$ cat src/rtl/kamacore_datatypes.sv
// Shared kamacore pipeline types: stage payload structs and sizing helpers.
package kamacore_datatypes;

  localparam int CPU_WIDTH      = 32;
  localparam int REG_ADDR_WIDTH = 5;

  typedef struct packed {
    logic [CPU_WIDTH-1:0] pc;
    logic [CPU_WIDTH-1:0] instr;
  } if_id_t;

  typedef struct packed {
    logic [CPU_WIDTH-1:0]      pc;
    logic [CPU_WIDTH-1:0]      operand_a;
    logic [CPU_WIDTH-1:0]      operand_b;
    logic [REG_ADDR_WIDTH-1:0] rd;
    logic [3:0]                alu_op;
    logic                      reg_write;
  } id_ex_t;

  typedef struct packed {
    logic [CPU_WIDTH-1:0]      alu_result;
    logic [CPU_WIDTH-1:0]      store_data;
    logic [REG_ADDR_WIDTH-1:0] rd;
    logic                      mem_read;
    logic                      mem_write;
    logic                      reg_write;
  } ex_mem_t;

  typedef struct packed {
    logic [CPU_WIDTH-1:0]      wb_data;
    logic [REG_ADDR_WIDTH-1:0] rd;
    logic                      reg_write;
  } mem_wb_t;

  // Pointer width never collapses to zero bits, even for a single-entry buffer.
  function automatic int ptr_width(input int n);
    return (n <= 1) ? 1 : $clog2(n);
  endfunction

endpackage

$ cat src/rtl/kamacore_sat_counter.sv
// Saturating event counter: counts inc cycles, sticks at all-ones.
module kamacore_sat_counter #(
  parameter int WIDTH = 32
) (
  input  logic             clk,
  input  logic             rst,
  input  logic             inc,
  output logic [WIDTH-1:0] value
);

  logic [WIDTH-1:0] value_reg;

  always_ff @(posedge clk or negedge rst) begin
    if (!rst) begin
      value_reg <= '0;
    end else if (inc && (value_reg != '1)) begin
      value_reg <= value_reg + 1'b1;
    end
  end

  assign value = value_reg;

endmodule

$ cat src/rtl/kamacore_pipeline_buffer.sv
// Elastic inter-stage buffer: DEPTH-entry circular FIFO with valid/ready,
// synchronous flush and a saturating upstream-stall counter.
module kamacore_pipeline_buffer
  import kamacore_datatypes::*;
#(
  parameter int DATA_WIDTH      = 96,
  parameter int DEPTH           = 2,
  parameter int STALL_CNT_WIDTH = 32
) (
  input  logic                         clk,
  input  logic                         rst,
  input  logic                         flush,
  input  logic                         in_valid,
  output logic                         in_ready,
  input  logic [DATA_WIDTH-1:0]        in_data,
  output logic                         out_valid,
  input  logic                         out_ready,
  output logic [DATA_WIDTH-1:0]        out_data,
  output logic [$clog2(DEPTH+1)-1:0]   count,
  output logic [STALL_CNT_WIDTH-1:0]   stall_count
);

  localparam int PW    = ptr_width(DEPTH);
  localparam int CW    = $clog2(DEPTH+1);
  // Storage is sized to the full pointer range so any pointer value indexes cleanly.
  localparam int NSLOT = 1 << PW;

  logic [DATA_WIDTH-1:0] mem_reg [NSLOT];
  logic [PW-1:0]         wp_reg;
  logic [PW-1:0]         rp_reg;
  logic [CW-1:0]         count_reg;
  logic                  push;
  logic                  pop;
  logic                  stall_inc;

  function automatic logic [PW-1:0] ptr_inc(input logic [PW-1:0] p);
    return (p == PW'(DEPTH-1)) ? '0 : p + 1'b1;
  endfunction

  assign in_ready  = (count_reg != CW'(DEPTH));
  assign out_valid = (count_reg != '0);
  assign out_data  = mem_reg[rp_reg];
  assign count     = count_reg;
  assign push      = in_valid && in_ready;
  assign pop       = out_valid && out_ready;
  assign stall_inc = in_valid && !in_ready && !flush;

  always_ff @(posedge clk or negedge rst) begin
    if (!rst) begin
      wp_reg    <= '0;
      rp_reg    <= '0;
      count_reg <= '0;
      for (int i = 0; i < NSLOT; i++) begin
        mem_reg[i] <= '0;
      end
    end else if (flush) begin
      // Squash drops occupancy only; stale storage is unreachable once pointers reset.
      wp_reg    <= '0;
      rp_reg    <= '0;
      count_reg <= '0;
    end else begin
      if (push) begin
        mem_reg[wp_reg] <= in_data;
        wp_reg          <= ptr_inc(wp_reg);
      end
      if (pop) begin
        rp_reg <= ptr_inc(rp_reg);
      end
      if (push && !pop) begin
        count_reg <= count_reg + 1'b1;
      end else if (pop && !push) begin
        count_reg <= count_reg - 1'b1;
      end
    end
  end

  kamacore_sat_counter #(
    .WIDTH(STALL_CNT_WIDTH)
  ) u_stall_counter (
    .clk  (clk),
    .rst  (rst),
    .inc  (stall_inc),
    .value(stall_count)
  );

endmodule

$ cat config.mk
export PLATFORM = sky130hd
export DESIGN_NAME = kamacore_pipeline_buffer
export DESIGN_NICKNAME = d
export VERILOG_FILES = /design/src/rtl/kamacore_datatypes.sv /design/src/rtl/kamacore_sat_counter.sv /design/src/rtl/kamacore_pipeline_buffer.sv
export SDC_FILE = /design/constraint.sdc
export NUM_CORES = 1
export LEC_CHECK = 0
export ABC_CLOCK_PERIOD_IN_PS = 5400
export CORE_MARGIN = 3
export CORE_UTILIZATION = 47
export CTS_BUF_LIST = sky130_fd_sc_hd__clkbuf_4 sky130_fd_sc_hd__clkbuf_8 sky130_fd_sc_hd__clkbuf_16
export DETAILED_ROUTE_END_ITERATION = 12
export PLACE_DENSITY = 0.76
export SLEW_MARGIN = 20
export SYNTH_ARGS = -nofsm -noshare
export SYNTH_HDL_FRONTEND = slang
export SYNTH_SLANG_ARGS = --single-unit
$ cat constraint.sdc
create_clock -name clk -period 5.4 [get_ports clk]
set_clock_uncertainty 0.1 [all_clocks]
set_input_delay 1.08 -clock clk [delete_from_list [all_inputs] [get_ports clk]]
set_output_delay 1.08 -clock clk [all_outputs]
set_load 0.005 [all_outputs]
==> impl_metrics.csv <==
group,metric,value,unit
status,status,"finished clean",
clock_tree,cts-resized-gates,0,
synthesis,synth_top_area_share,57.1,%
floorplan,die_w,152,um
layout,fillers,1564,
place,port_buffers,232,
synthesis,synth_area_leader_cell,"dfrtp_1",
clock_tree,cts.sinks,228,
run,drv_cap,0,
synthesis,syn-num-nets,787,
power,p_per_area,398,nW/um^2
sta,finalSetupViolCount,0,
layout,layout-drive-gt1-share,37.6,%
synthesis,yosys-top-cells-area,"dfrtp_1, mux2_2, xnor2_1",
detailed_routing,firstDrtPassIters,4,
floorplan,num_rows,52,
layout,largest_register_ffs,192,
detailed_routing,drc_errors,0,
sta,max_freq,0.263,GHz
synthesis,ys_ff_latch,228,
power,leakage,5.60,nW
sta,holdWs,399,ps
layout,finalNetCount,1020,
clock_tree,cts_setup_buffers,0,
synthesis,synth-warning-count,0,
detailed_routing,drt-total-wl,21.9,mm
power,total_power,0.00536,W
global_routing,grt_max_degree,113,
global_routing,grt_pass1_vias,6851,
clock_tree,clockBufferDepth,3,
global_routing,antenna_found_initial,2,
worst_setup_path,crit_end,"out_data[5]",
place,dp_hpwl,14.3,mm
floorplan,top_level_ports,233,
sta,fin_crit_sh,70.4,%
synthesis,synthesis.area,10000,sq um
sta,hold_viol,0,
hold_path,holdCritPathClass,"flip-flop to flip-flop",
clock_tree,insertion_delay,510,ps
floorplan,coreArea,20600,sq um
power,ir_worst_vdd,0.223,mV
clock_tree,htree_levels,1,
synthesis,ys_seq_area_share,57.1,%
place,gp_congestion,0.793,
worst_setup_path,r2r_start,"count[0]",
worst_setup_path,timing.rr.end,"mem_reg[136]",
place,post-place-ws,1790,ps
floorplan,chipHeight,152,um
worst_setup_path,cp-startpoint,"rp_reg",
worst_setup_path,required,4220,ps
detailed_routing,final_antenna_net_count,0,
detailed_routing,wire_per_inst,18.2,um
sta,setup_ws,1600,ps
clock_tree,cts_tree,"built",
sta,setup_tns,0,ps
clock_tree,root_buffer,"clkbuf_16",
synthesis,synth_cells,685,
detailed_routing,via_count,6301,
worst_setup_path,crit_path_start_kind,"flip-flop",
floorplan,initial_utilization,48.6,%
global_routing,grt_pass1_wl,36.1,mm
worst_setup_path,critical_path_class,"flip-flop to output pin",
detailed_routing,viasPerCell,5.22,
sta,finalCriticalPeriod,3800,ps
global_routing,grt_overflow,0,
layout,fin_util,65.5,%
worst_setup_path,cp.arrival,2620,ps
layout,area_growth,34.7,%
sta,rsz0062_at_grt,"no",
worst_setup_path,r2r_slack,2910,ps
detailed_routing,drt_iter0_drc,216,
worst_setup_path,r2r_cells,5,
clock_tree,postCtsHoldBufs,0,
worst_setup_path,end_kind,"output pin",
synthesis,synth_area_per_cell,14.6,sq um
sta,relSlewSlack,29.7,%
synthesis,yosysUniqueCellTypes,36,
sta,maxSlewViolCount,0,
worst_setup_path,cp_max_fo,54,
sta,tightestPinTransition,1050,ps
clock_tree,cts_buffers,25,
clock_tree,clkTransAtPathRegs,60,ps
floorplan,die_area,23100,sq um
global_routing,grt_usage,18.7,%
[per-layer routing]
| metal | part of all wire (%) | global-route usage [%] | vias up |
|---|---|---|---|
| met5 | 0 | 0 | - |
| met2 | 48 | 30.1 | 163 |
| met3 | 5.3 | 4.10 | 32 |
| met4 | 1.9 | 5.01 | 0 |
| li1 | - | - | 2919 |
| met1 | 45 | 25.9 | 3187 |
[stage by stage]
stage          instances  instance area (sq um)
2_1_floorplan        685                  10000
3_3_place_gp        1161                  12600
3_5_place_dp        1161                  12600
4_1_cts             1204                  13500
5_1_grt             1206                  13500
6_report            1206                  13500
[how the worst min path moves through the flow]
stage / from / endpoint / slack [ps] / depth (start not counted)
final: mem_reg[2] / mem_reg[2] / 400 / 1
after global routing: mem_reg[75] / mem_reg[75] / 410 / 1
after CTS: mem_reg[87] / mem_reg[87] / 400 / 1
after detailed placement: mem_reg[17] / mem_reg[17] / 390 / 1
after global placement: mem_reg[23] / mem_reg[23] / 380 / 1
after floorplan: mem_reg[0] / mem_reg[0] / 370 / 1
[area by class of cell]
class | count | area, sq um | share of cell area [%]
clock buffers | 33 | 711 | 5.28
inverters | 5 | 18.8 | 0.139
well taps | 270 | 338 | 2.51
multi-input cells | 420 | 4140 | 30.7
repair buffers | 238 | 2410 | 17.9
diodes | 2 | 5.00 | 0.0372
flip-flops and latches | 228 | 5710 | 42.4
clock inverters | 10 | 133 | 0.985
[cell usage in the layout (no fill, tap or decap), types with 2 or more instances in the layout]
master / netlist / final
a21oi_1: 3 / 3
and2_1: 2 / 2
and3_1: 2 / 2
and4_1: 4 / 4
buf_12: 0 / 3
buf_4: 0 / 3
bufinv_16: 0 / 3
clkbuf_16: 0 / 25
clkbuf_4: 0 / 4
clkbuf_8: 0 / 4
clkdlybuf4s50_1: 0 / 231
clkinv_2: 0 / 5
dfrtp_1: 228 / 227
diode_2: 0 / 2
inv_1: 5 / 5
inv_6: 0 / 2
mux2_2: 289 / 289
nand2_1: 20 / 19
nand2b_1: 2 / 2
nand3_1: 11 / 11
nand4_1: 12 / 12
nor2_1: 20 / 20
nor3_1: 3 / 3
nor4_1: 3 / 3
xnor2_1: 19 / 19
xor2_1: 12 / 12
[logic make-up (layout without fill, tap and decap cells)]
kind of cell	Yosys count	count (layout)	synth area share, %
AO/OA/AOI/OAI	9	9	0.751
AND/OR/NAND/NOR	89	89	4.98
multiplexers	290	290	32.7
other	0	2	0
flip-flops	228	228	57.1
XOR/XNOR	31	31	2.72
buffers and inverters	37	286	1.64
adder cells (fa/ha/maj)	1	1	0.125
[where the power goes]
group | internal [W] | switching (W)
Combinational | 0.000899 | 0.000398
Clock | 0.00107 | 0.000662
Sequential | 0.00213 | 0.000208
Total | 0.00409 | 0.00127
[worst max-delay path, stage by stage, from the launching register on]
cell and delay [ps]:
dfrtp_4 830, buf_12 390, mux2_2 370, clkdlybuf4s50_1 490
[synth_stat cells]
cell         n
a31oi_4      1
ha_1         1
a211oi_1     1
inv_1        5
nor4_1       3
clkbuf_1    12
nand3_1     11
nor4_2       1
or2_2        1
mux2_2     289
or3_1        1
or4_4        1
and3_1       2
nand2b_1     2
nand4bb_1    1
and4_1       4
a22oi_1      1
nand4bb_4    1
and2_1       2
buf_2       20
o21ai_1      1
and4bb_2     1
nor3b_1      1
o21ai_2      1
nand4_1     12
xnor2_1     19
dfrtp_1    228
nor3_2       1
xor2_1      12
o21ba_2      1
mux2_4       1
a21oi_1      3
nor2_1      20
nand2_1     20
nor3_1       3
nor2b_1      1
Note: power is estimated with default switching activity, not from simulation.
